**src/rtl/sub_seq_pkg.sv**
```systemverilog
// Shared types and default geometry for the word-serial wide subtractor.
package sub_seq_pkg;

   localparam int DEF_W     = 16;
   localparam int DEF_WORDS = 4;

   typedef enum logic [1:0] {
      IDLE = 2'd0,
      RUN  = 2'd1,
      DONE = 2'd2
   } state_t;

endpackage

```
**src/rtl/sub_16bit_borrow_slice.sv**
```systemverilog
// One W-bit unsigned subtract slice: {bout, d} = a - b - bin.
module sub_16bit_borrow_slice #(
   parameter int W = 16
) (
   input  logic [W-1:0] a,
   input  logic [W-1:0] b,
   input  logic         bin,
   output logic [W-1:0] d,
   output logic         bout
);

   // Extending by one zero bit makes the top bit of the difference the borrow-out.
   logic [W:0] diff;

   always_comb begin
      diff = {1'b0, a} - {1'b0, b} - {{W{1'b0}}, bin};
      d    = diff[W-1:0];
      bout = diff[W];
   end

endmodule

```
**src/rtl/sub_wide_seq_ctrl.sv**
```systemverilog
// Wide unsigned A - B computed one W-bit word per clock, LS word first,
// with valid/ready handshakes on the operand and result sides.
module sub_wide_seq_ctrl
   import sub_seq_pkg::*;
#(
   parameter int W     = DEF_W,
   parameter int WORDS = DEF_WORDS
) (
   input  logic               clk,
   input  logic               rst,
   input  logic               in_valid,
   output logic               in_ready,
   input  logic [W*WORDS-1:0] a,
   input  logic [W*WORDS-1:0] b,
   output logic               out_valid,
   input  logic               out_ready,
   output logic [W*WORDS-1:0] result,
   output logic               borrow,
   output logic               busy
);

   localparam int N     = W * WORDS;
   localparam int IDX_W = $clog2(WORDS);

   state_t             state;
   state_t             state_nxt;
   logic [IDX_W-1:0]   idx;
   logic [N-1:0]       op_a;
   logic [N-1:0]       op_b;
   logic               borrow_r;
   logic [W-1:0]       slice_a;
   logic [W-1:0]       slice_b;
   logic [W-1:0]       slice_d;
   logic               slice_bout;
   logic               last_word;
   logic               accept;

   assign in_ready  = (state == IDLE);
   assign out_valid = (state == DONE);
   assign busy      = (state != IDLE);
   assign accept    = in_ready && in_valid;
   assign last_word = (idx == IDX_W'(WORDS - 1));
   assign slice_a   = op_a[idx*W +: W];
   assign slice_b   = op_b[idx*W +: W];

   sub_16bit_borrow_slice #(
      .W (W)
   ) u_slice (
      .a    (slice_a),
      .b    (slice_b),
      .bin  (borrow_r),
      .d    (slice_d),
      .bout (slice_bout)
   );

   always_ff @(posedge clk or posedge rst) begin
      if (rst) begin
         state <= IDLE;
      end else begin
         state <= state_nxt;
      end
   end

   always_comb begin
      state_nxt = state;
      case (state)
         IDLE:    if (in_valid)  state_nxt = RUN;
         RUN:     if (last_word) state_nxt = DONE;
         DONE:    if (out_ready) state_nxt = IDLE;
         default: state_nxt = IDLE;
      endcase
   end

   // Words above idx keep stale data until the final word lands in DONE.
   always_ff @(posedge clk or posedge rst) begin
      if (rst) begin
         idx      <= '0;
         op_a     <= '0;
         op_b     <= '0;
         borrow_r <= 1'b0;
         result   <= '0;
         borrow   <= 1'b0;
      end else if (accept) begin
         op_a     <= a;
         op_b     <= b;
         idx      <= '0;
         borrow_r <= 1'b0;
      end else if (state == RUN) begin
         result[idx*W +: W] <= slice_d;
         borrow_r           <= slice_bout;
         idx                <= idx + 1'b1;
         if (last_word) begin
            borrow <= slice_bout;
         end
      end
   end

endmodule

```
**config.mk**
```make
export PLATFORM = sky130hd
export DESIGN_NAME = sub_wide_seq_ctrl
export DESIGN_NICKNAME = d
export VERILOG_FILES = /design/src/rtl/sub_seq_pkg.sv /design/src/rtl/sub_16bit_borrow_slice.sv /design/src/rtl/sub_wide_seq_ctrl.sv
export SDC_FILE = /design/constraint.sdc
export NUM_CORES = 1
export LEC_CHECK = 0
export ABC_CLOCK_PERIOD_IN_PS = 8000
export CAP_MARGIN = 0
export CORE_MARGIN = 2
export CORE_UTILIZATION = 51
export DETAILED_ROUTE_END_ITERATION = 8
export HOLD_SLACK_MARGIN = 0.06
export PLACE_DENSITY_LB_ADDON = 0.25
export SYNTH_ARGS = -nofsm -noshare
export SYNTH_HDL_FRONTEND = slang
export SYNTH_SLANG_ARGS = --single-unit
```
**constraint.sdc**
```tcl
create_clock -name clk -period 8 [get_ports clk]
set_clock_uncertainty 0.2 [all_clocks]
set_input_delay 1.6 -clock clk [delete_from_list [all_inputs] [get_ports clk]]
set_output_delay 1.6 -clock clk [all_outputs]
set_load 0.005 [all_outputs]
```
After elaboration in Yosys (flattened, before gate mapping)
Index checks and enable logic that the tools add are counted.

operators by class
  bitwise logic cells = 1
  multiplexer cells = 9
  reduce and logical (&&, ||, !) cells = 7
  $add $sub $neg = 4
  eq/ne operators = 6
  shift-type cells = 4

operator list
  operator                  number
  $shiftx 64x7->16          2
  $bwmux 64                 1
  $shift 16x34->64 const A  1
  $shiftx 16x34->64         1
  $neg 6->34                1
  $sub 16x16->17            1
  $sub 17x1->17             1
  $mux 2                    5
  $pmux 2 s3                1
  $reduce_and 3->1          2
  $eq 2x2->1 const B        2
  $ne 2x2->1 const B        2
  $reduce_bool 2->1         2
  $add 2x1->2 const B       1
  $eq 2x1->1 const B        1
  $logic_not 2->1           1
  $mux 1                    2
  $ne 2x1->1 const B        1
  $reduce_and 2->1          1
  $logic_and 1x1->1         1
  $not 1->1                 1

word-level totals
  output and inout bits = 68
  bits in registers = 198

Logic depth before layout (Yosys ltp)
Gate-level depths: netlist (run 1).

  depth after elaboration = 5
  depth in mapped cells = 14
  depth with buffers taken out = 11

By module
From an unflattened synthesis (run 1), not the netlist that was laid out.

unflattened totals
  cell total of the unflattened synthesis = 774
  area, all modules = 10533.9 µm²

by module, submodules not included
  module                  cells each  times used  area an instance (µm²)
  sub_wide_seq_ctrl       600         1           9320.2
  sub_16bit_borrow_slice  174         1           1213.7

Worst setup path before layout (run 1)
Ideal clock, no wire load.

  path type = reg-to-reg
  start point = register idx[0]
  end point = register result[62]
  clock period less this slack = 4009 ps
  data required time = 7717 ps
  setup slack = 3991 ps
  data arrival time = 3726 ps
  buffers on the path = 2
  cell stages (with the launch flop) = 12
  cells stage by stage = dfrtp_1 > buf_2 > buf_2 > mux4_2 > fa_1 > fa_1 > nor3b_1 > o21ai_0 > o221a_2 > nor2_1 > mux2_2 > o21ai_0

between the ends
  word-level cells in the longest chain between the ends = 5
  elaborated cells on any way between the ends = 8
  those cells by class = add/sub (3); shift (4); mux (1)

ends and longest elaborated chain
  element                              line                                              source
  start: declaration                   sub_wide_seq_ctrl.sv:27                           logic [IDX_W-1:0] idx;
  start signal: assignment             sub_wide_seq_ctrl.sv:91                           idx <= idx + 1'b1;
  $shiftx 64x7->16 (on tied branches)  sub_wide_seq_ctrl.sv:43, sub_wide_seq_ctrl.sv:44
  $sub 16x16->17                       sub_16bit_borrow_slice.sv:16                      diff = {1'b0, a} - {1'b0, b} - {{W{1'b0}}, bin};
  $sub 17x1->17                        sub_16bit_borrow_slice.sv:16
  $shiftx 16x34->64                    sub_wide_seq_ctrl.sv:89                           result[idx*W +: W] <= slice_d;
  $bwmux 64 (*)                        sub_wide_seq_ctrl.sv:89
  end signal: indexed assignment       sub_wide_seq_ctrl.sv:89
  end: declaration                     sub_wide_seq_ctrl.sv:17                           output logic [W*WORDS-1:0] result,

Every way passes the cells marked *; elsewhere a longest branch is shown, timed or not.
A chain may end at the register's enable or synchronous reset.

Worst setup path after layout (run 1)
Ends and elaborated chain as after synthesis.

==> impl_metrics.json, run 1 <==
{
  "grt-ovfl-total": 0,
  "min_path_type": "reg2reg",
  "io_pins": 200,
  "cts_buffers": 17,
  "r2r_end": "result[62]$_DFFE_PP0P_",
  "final_area_um2": 12030,
  "timing.hold.ws_ns": 0.3060,
  "syn2layout_area_growth_pct": 30.40,
  "drtIter0Drc": 381,
  "drc_errors": 0,
  "drv_cap": 0,
  "coreArea_um2": 17840,
  "r2r_start": "idx[0]$_DFFE_PP0P_",
  "grtUsageTotal_pct": 22.92,
  "synth_edf_count": 0,
  "slew_viol_final": 0,
  "worstSetupPathType": "reg2reg",
  "tightest_slew_ns": 1.039,
  "synthCells": 674,
  "initial_core_util_pct": 51.72,
  "crit_path_end_kind": "flop",
  "cts_tree": "yes",
  "cp_max_fo": 27,
  "grt_pass1_vias": 6534,
  "holdBufCountCts": 0,
  "worstSetupStartpointType": "flop",
  "detailed_place_hpwl_mm": 15.78,
  "die_area_um2": 19190,
  "grt_max_degree": 136,
  "cts_root_buf": "clkbuf_16",
  "die_x_um": 138.5,
  "arrival_ns": 4.80,
  "antenna_found_initial": 0,
  "r2r_slack_ns": 3.34,
  "placed_cell_area_um2": 11430,
  "die_y_um": 138.5,
  "vias_per_cell": 5.583,
  "cts_resized": 0,
  "synth_area_um2": 9228,
  "fin_nets": 1033,
  "portBuffers": 199,
  "max_slew_margin_pct": 30.50,
  "status": "finished, final reports clean",
  "worstPathRequired_ns": 8.14,
  "tns_ns": 0,
  "wl_met1_mm": 8.966,
  "synth.avg_cell_area_um2": 13.69,
  "layout-drive-gt1-share_pct": 23.72,
  "timing.fmax_mhz": 214.5,
  "hold_depth": 2,
  "min_to": "result[2]$_DFFE_PP0P_",
  "synthFlopType": "dfrtp_1",
  "yosys_warnings": 0,
  "vias": 6175,
  "post-route-period-util_pct": 58.26,
  "syn_nets": 842,
  "post_cts_buffers": 0,
  "ys_seq_area_share_pct": 53.69,
  "top_layer": "met4",
  "core.rowCount": 49,
  "rsz0062_at_grt": "false",
  "async_flop_share_pct": 100.0,
  "holdCritStartpoint": "result[2]$_DFFE_PP0P_",
  "layout_min_cycle_time_ns": 4.661,
  "htree_levels": 4,
  "num_antenna_cells": 0,
  "finalSetupViolCount": 0,
  "globalplace.congestion": 0.8280,
  "routed-wl-met3_mm": 1.432,
  "ys_types": 45,
  "wl_met2_mm": 10.71,
  "drt-pass1-iter-count": 4,
  "finalWirelength_mm": 21.37,
  "final_antenna_net_count": 0,
  "cts_num_sinks": 198,
  "grt_pass1_wl_mm": 34.56,
  "final-hold-violation-count": 0,
  "r2r_cells": 10,
  "cts_buffer_depth": 2,
  "wire_per_inst_um": 19.32,
  "synth_seq_cells": 198,
  "worstSkewPairLatency_ns": 0.43,
  "path_clk_slew_ns": 0.07
}
==> worst max path at each step <==
stage / endpoint / cells after the start / from / slack (ns)
after floorplan: borrow$_DFFE_PP0P_ / 1 / rst / 0.80
after global placement: result[30]$_DFFE_PP0P_ / 10 / idx[0]$_DFFE_PP0P_ / 3.43
after detailed placement: result[30]$_DFFE_PP0P_ / 10 / idx[0]$_DFFE_PP0P_ / 3.37
after CTS: result[30]$_DFFE_PP0P_ / 10 / idx[0]$_DFFE_PP0P_ / 3.33
after global routing: result[62]$_DFFE_PP0P_ / 10 / idx[0]$_DFFE_PP0P_ / 3.03
final: result[62]$_DFFE_PP0P_ / 10 / idx[0]$_DFFE_PP0P_ / 3.34
==> worst max-delay path, cell delays in order (launching register included) <==
cell     delay (ns)
dfrtp_2        0.87
buf_4          0.43
mux4_2         0.57
fa_1           0.43
fa_1           0.46
nor3b_1        0.21
o21ai_0        0.21
o221a_2        0.36
nor2_1         0.22
mux2_2         0.40
o21ai_0        0.19
==> per-layer routing <==
metal / vias to the layer above / track usage [%]
li1: 2842 / -
met1: 3111 / 29.74
met2: 205 / 38.46
met3: 17 / 6.304
met4: 0 / 6.069
met5: - / 0
==> cell usage after synthesis, types with 4 or more instances <==
cell type,count,area share (%)
dfrtp_1,198,54
mux2_2,129,16
a22o_1,53,5.0
inv_1,49,2.0
ha_1,34,4.6
mux4_2,32,7.8
nand2_1,28,1.1
o21ai_0,17,0.92
buf_2,15,0.81
clkbuf_1,15,0.61
a21oi_1,13,0.71
nor2_1,11,0.45
nor3_1,8,0.43
xnor2_1,8,0.76
a22oi_1,5,0.41
nand2b_1,5,0.34
o211ai_1,5,0.41
a21o_1,4,0.33
buf_1,4,0.16
o21a_1,4,0.33
o21ai_1,4,0.22
==> flip-flops by register name (all words and copies together), names as in the netlist <==
name	cells
borrow	1
borrow_r	1
result	64
op_a	64
idx	2
state	2
op_b	64
==> cell type report <==
type / instances / area [µm²]
clock inverters: 13 / 172.7
fillers: 1210 / 5808
clock buffers: 18 / 429.2
well taps: 229 / 286.5
repair buffers: 206 / 2044
flip-flops and latches: 198 / 4957
inverters: 49 / 191.4
multi-input cells: 393 / 3951
==> through the flow <==
stage | utilization (%) | instances | worst slack (ns)
floorplan | - | 674 | 0.8027
global placement | 64.07 | 1075 | 3.428
detailed placement | 64.07 | 1075 | 3.367
CTS | 67.45 | 1106 | 3.334
global route | 67.45 | 1106 | 3.035
finish | 67.45 | 1106 | 3.339
==> logic make-up (layout without fill, tap and decap cells) <==
logic type / Yosys count / after routing / share of synthesized area [%]
XOR/XNOR: 11 / 11 / 1.044
AND/OR/NAND/NOR: 66 / 66 / 3.322
buffers and inverters: 83 / 286 / 3.580
multiplexers: 162 / 162 / 23.66
AO/OA/AOI/OAI: 118 / 118 / 9.655
flip-flops: 198 / 198 / 53.69
adder cells (fa/ha/maj): 36 / 36 / 5.044
==> cell usage in the layout (no fill, tap or decap), drive strengths merged, types with 2 or more instances in the layout <==
cell           netlist  final
a21o                 4      4
a21oi               13     13
a22o                53     53
a22oi                5      5
buf                 19      7
bufinv               0      3
clkbuf              15     18
clkdlybuf4s50        0    199
clkinv               0      3
clkinvlp             0      3
dfrtp              198    198
fa                   2      2
ha                  34     34
inv                 49     53
mux2               129    129
mux4                32     32
nand2               28     28
nand2b               5      5
nand4                2      2
nor2                11     11
nor3                 8      8
nor4                 2      2
o211ai               5      5
o21a                 4      4
o21ai               21     21
o21bai               3      3
or3                  3      3
xnor2                8      8
xor2                 3      3
Power of run 1 is not shown: default switching activity piles up to over one toggle a cycle in this logic, so the estimate is an artifact.
==> inputs of run 2 (changes only) <==
Settings changed: ABC_CLOCK_PERIOD_IN_PS 8000 to 4200, CORE_UTILIZATION 51 to 46.
Clock period 8 ns to 4.2 ns, I/O delays scaled along.
==> impl_metrics.json, run 2 (synthesis results as in run 1) <==
{
  "drt-pass1-iter-count": 5,
  "finalWirelength_mm": 22.65,
  "drc_errors": 0,
  "drtIter0Drc": 401,
  "layout_min_cycle_time_ns": 3.874,
  "crit_path_end_kind": "flop",
  "cts_root_buf": "clkbuf_16",
  "detailed_place_hpwl_mm": 17.52,
  "cts_tree": "yes",
  "final_cells": 1154,
  "wire_per_inst_um": 19.62,
  "worstPathRequired_ns": 4.34,
  "max_stage_delay_ns": 0.53,
  "htree_levels": 4,
  "grtUsageTotal_pct": 22.06,
  "finalSetupViolCount": 0,
  "vias_per_cell": 5.531,
  "slew_viol_final": 0,
  "r2r_slack_ns": 0.33,
  "layout-drive-gt1-share_pct": 24.77,
  "r2r_cells": 11,
  "placed_cells": 1121,
  "worstSetupStartpointType": "flop",
  "worstPathCellList": "buf_4 > mux4_2 > inv_1 > fa_1 > fa_1 > nor3b_1 > o21ai_0 > o221a_2 > nor2_1 > mux2_2 > o21ai_0",
  "path_clk_slew_ns": 0.07,
  "min_to": "result[15]$_DFFE_PP0P_",
  "r2r_start": "idx[0]$_DFFE_PP0P_",
  "worstSkewPairLatency_ns": 0.43,
  "placed_cell_area_um2": 11580,
  "final-hold-violation-count": 0,
  "globalplace.congestion": 0.8525,
  "min_path_type": "reg2reg",
  "grt_pass1_vias": 6754,
  "final_cell_mix": "clkdlybuf4s50_1, dfrtp_1, mux2_2",
  "rsz0062_at_grt": "false",
  "die_y_um": 145.6,
  "final_area_um2": 12180,
  "final_antenna_net_count": 0,
  "initial_core_util_pct": 47.10,
  "cts_buffer_depth": 2,
  "grt_pass1_wl_mm": 36.76,
  "max_slew_margin_pct": 24.32,
  "io_pins": 200,
  "post-route-period-util_pct": 92.23,
  "arrival_ns": 4.02,
  "holdBufCountCts": 0,
  "largest_registers": "op_a x64, op_b x64, result x64",
  "die_x_um": 145.6,
  "slowest_stage": "dfrtp_2",
  "post_cts_buffers": 0,
  "status": "finished, final reports clean",
  "syn2layout_area_growth_pct": 31.96,
  "coreArea_um2": 19590,
  "vias": 6383,
  "tns_ns": 0,
  "final_common_cell": "clkdlybuf4s50_1",
  "cts_num_sinks": 198,
  "hold_depth": 1,
  "drv_cap": 0,
  "portBuffers": 199,
  "antenna_found_initial": 2,
  "cts_buffers": 17,
  "r2r_end": "result[62]$_DFFE_PP0P_",
  "die_area_um2": 21210,
  "fin_nets": 1043,
  "tightest_slew_ns": 1.131,
  "cts_resized": 0,
  "cp_max_fo": 11,
  "grt-ovfl-total": 0,
  "core.rowCount": 51,
  "worstSetupPathType": "reg2reg",
  "timing.fmax_mhz": 258.2,
  "grt_max_degree": 63,
  "holdCritStartpoint": "result[15]$_DFFE_PP0P_"
}
[run 2: worst max-delay path by stage]
stage                                  start                endpoint  depth (start not counted)
final                     idx[0]$_DFFE_PP0P_  result[62]$_DFFE_PP0P_                         11
after global routing      idx[0]$_DFFE_PP0P_  result[14]$_DFFE_PP0P_                         11
after CTS                 idx[0]$_DFFE_PP0P_  result[62]$_DFFE_PP0P_                         11
after detailed placement  idx[0]$_DFFE_PP0P_  result[62]$_DFFE_PP0P_                         11
after global placement    idx[0]$_DFFE_PP0P_  result[62]$_DFFE_PP0P_                         11
after floorplan           idx[0]$_DFFE_PP0P_  result[62]$_DFFE_PP0P_                         11
[run 2: worst max-delay path, delay by kind of cell, from the launching register on]
kind                     cells  cell delay (ns)
flip-flops                   1             0.53
AO/OA/AOI/OAI                3             0.68
multiplexers                 2             0.73
adder cells (fa/ha/maj)      2             0.91
AND/OR/NAND/NOR              2             0.44
buffers and inverters        2             0.29
[run 2: final cells by class]
type / count / area [µm²]
fill: 1479 / 7413
sequential: 198 / 4957
multi-input combinational: 393 / 3951
timing repair buffer: 216 / 2157
clock buffer: 17 / 425.4
tap: 265 / 331.6
inverter: 49 / 187.7
clock inverter: 15 / 163.9
antenna: 1 / 2.502
[run 2: through the flow]
step | worst slack [ns] | util [%] | hold slack [ns]
global placement | 0.4667 | 59.14 | 0.2848
detailed placement | 0.3779 | 59.14 | 0.2925
CTS | 0.3426 | 62.14 | 0.3099
global route | 0.09228 | 62.16 | 0.3180
floorplan | 0.1910 | - | 0.2733
finish | 0.3263 | 62.16 | 0.3064
[run 2: per-layer routing]
| layer | share of wire, % | track usage, % | up-vias |
|---|---|---|---|
| li1 | - | - | 2878 |
| met1 | 43 | 29.09 | 3232 |
| met2 | 48 | 35.71 | 241 |
| met3 | 6.7 | 5.549 | 32 |
| met4 | 2.2 | 7.990 | 0 |
| met5 | 0 | 0 | - |
Power of run 2 is left out for the same reason.
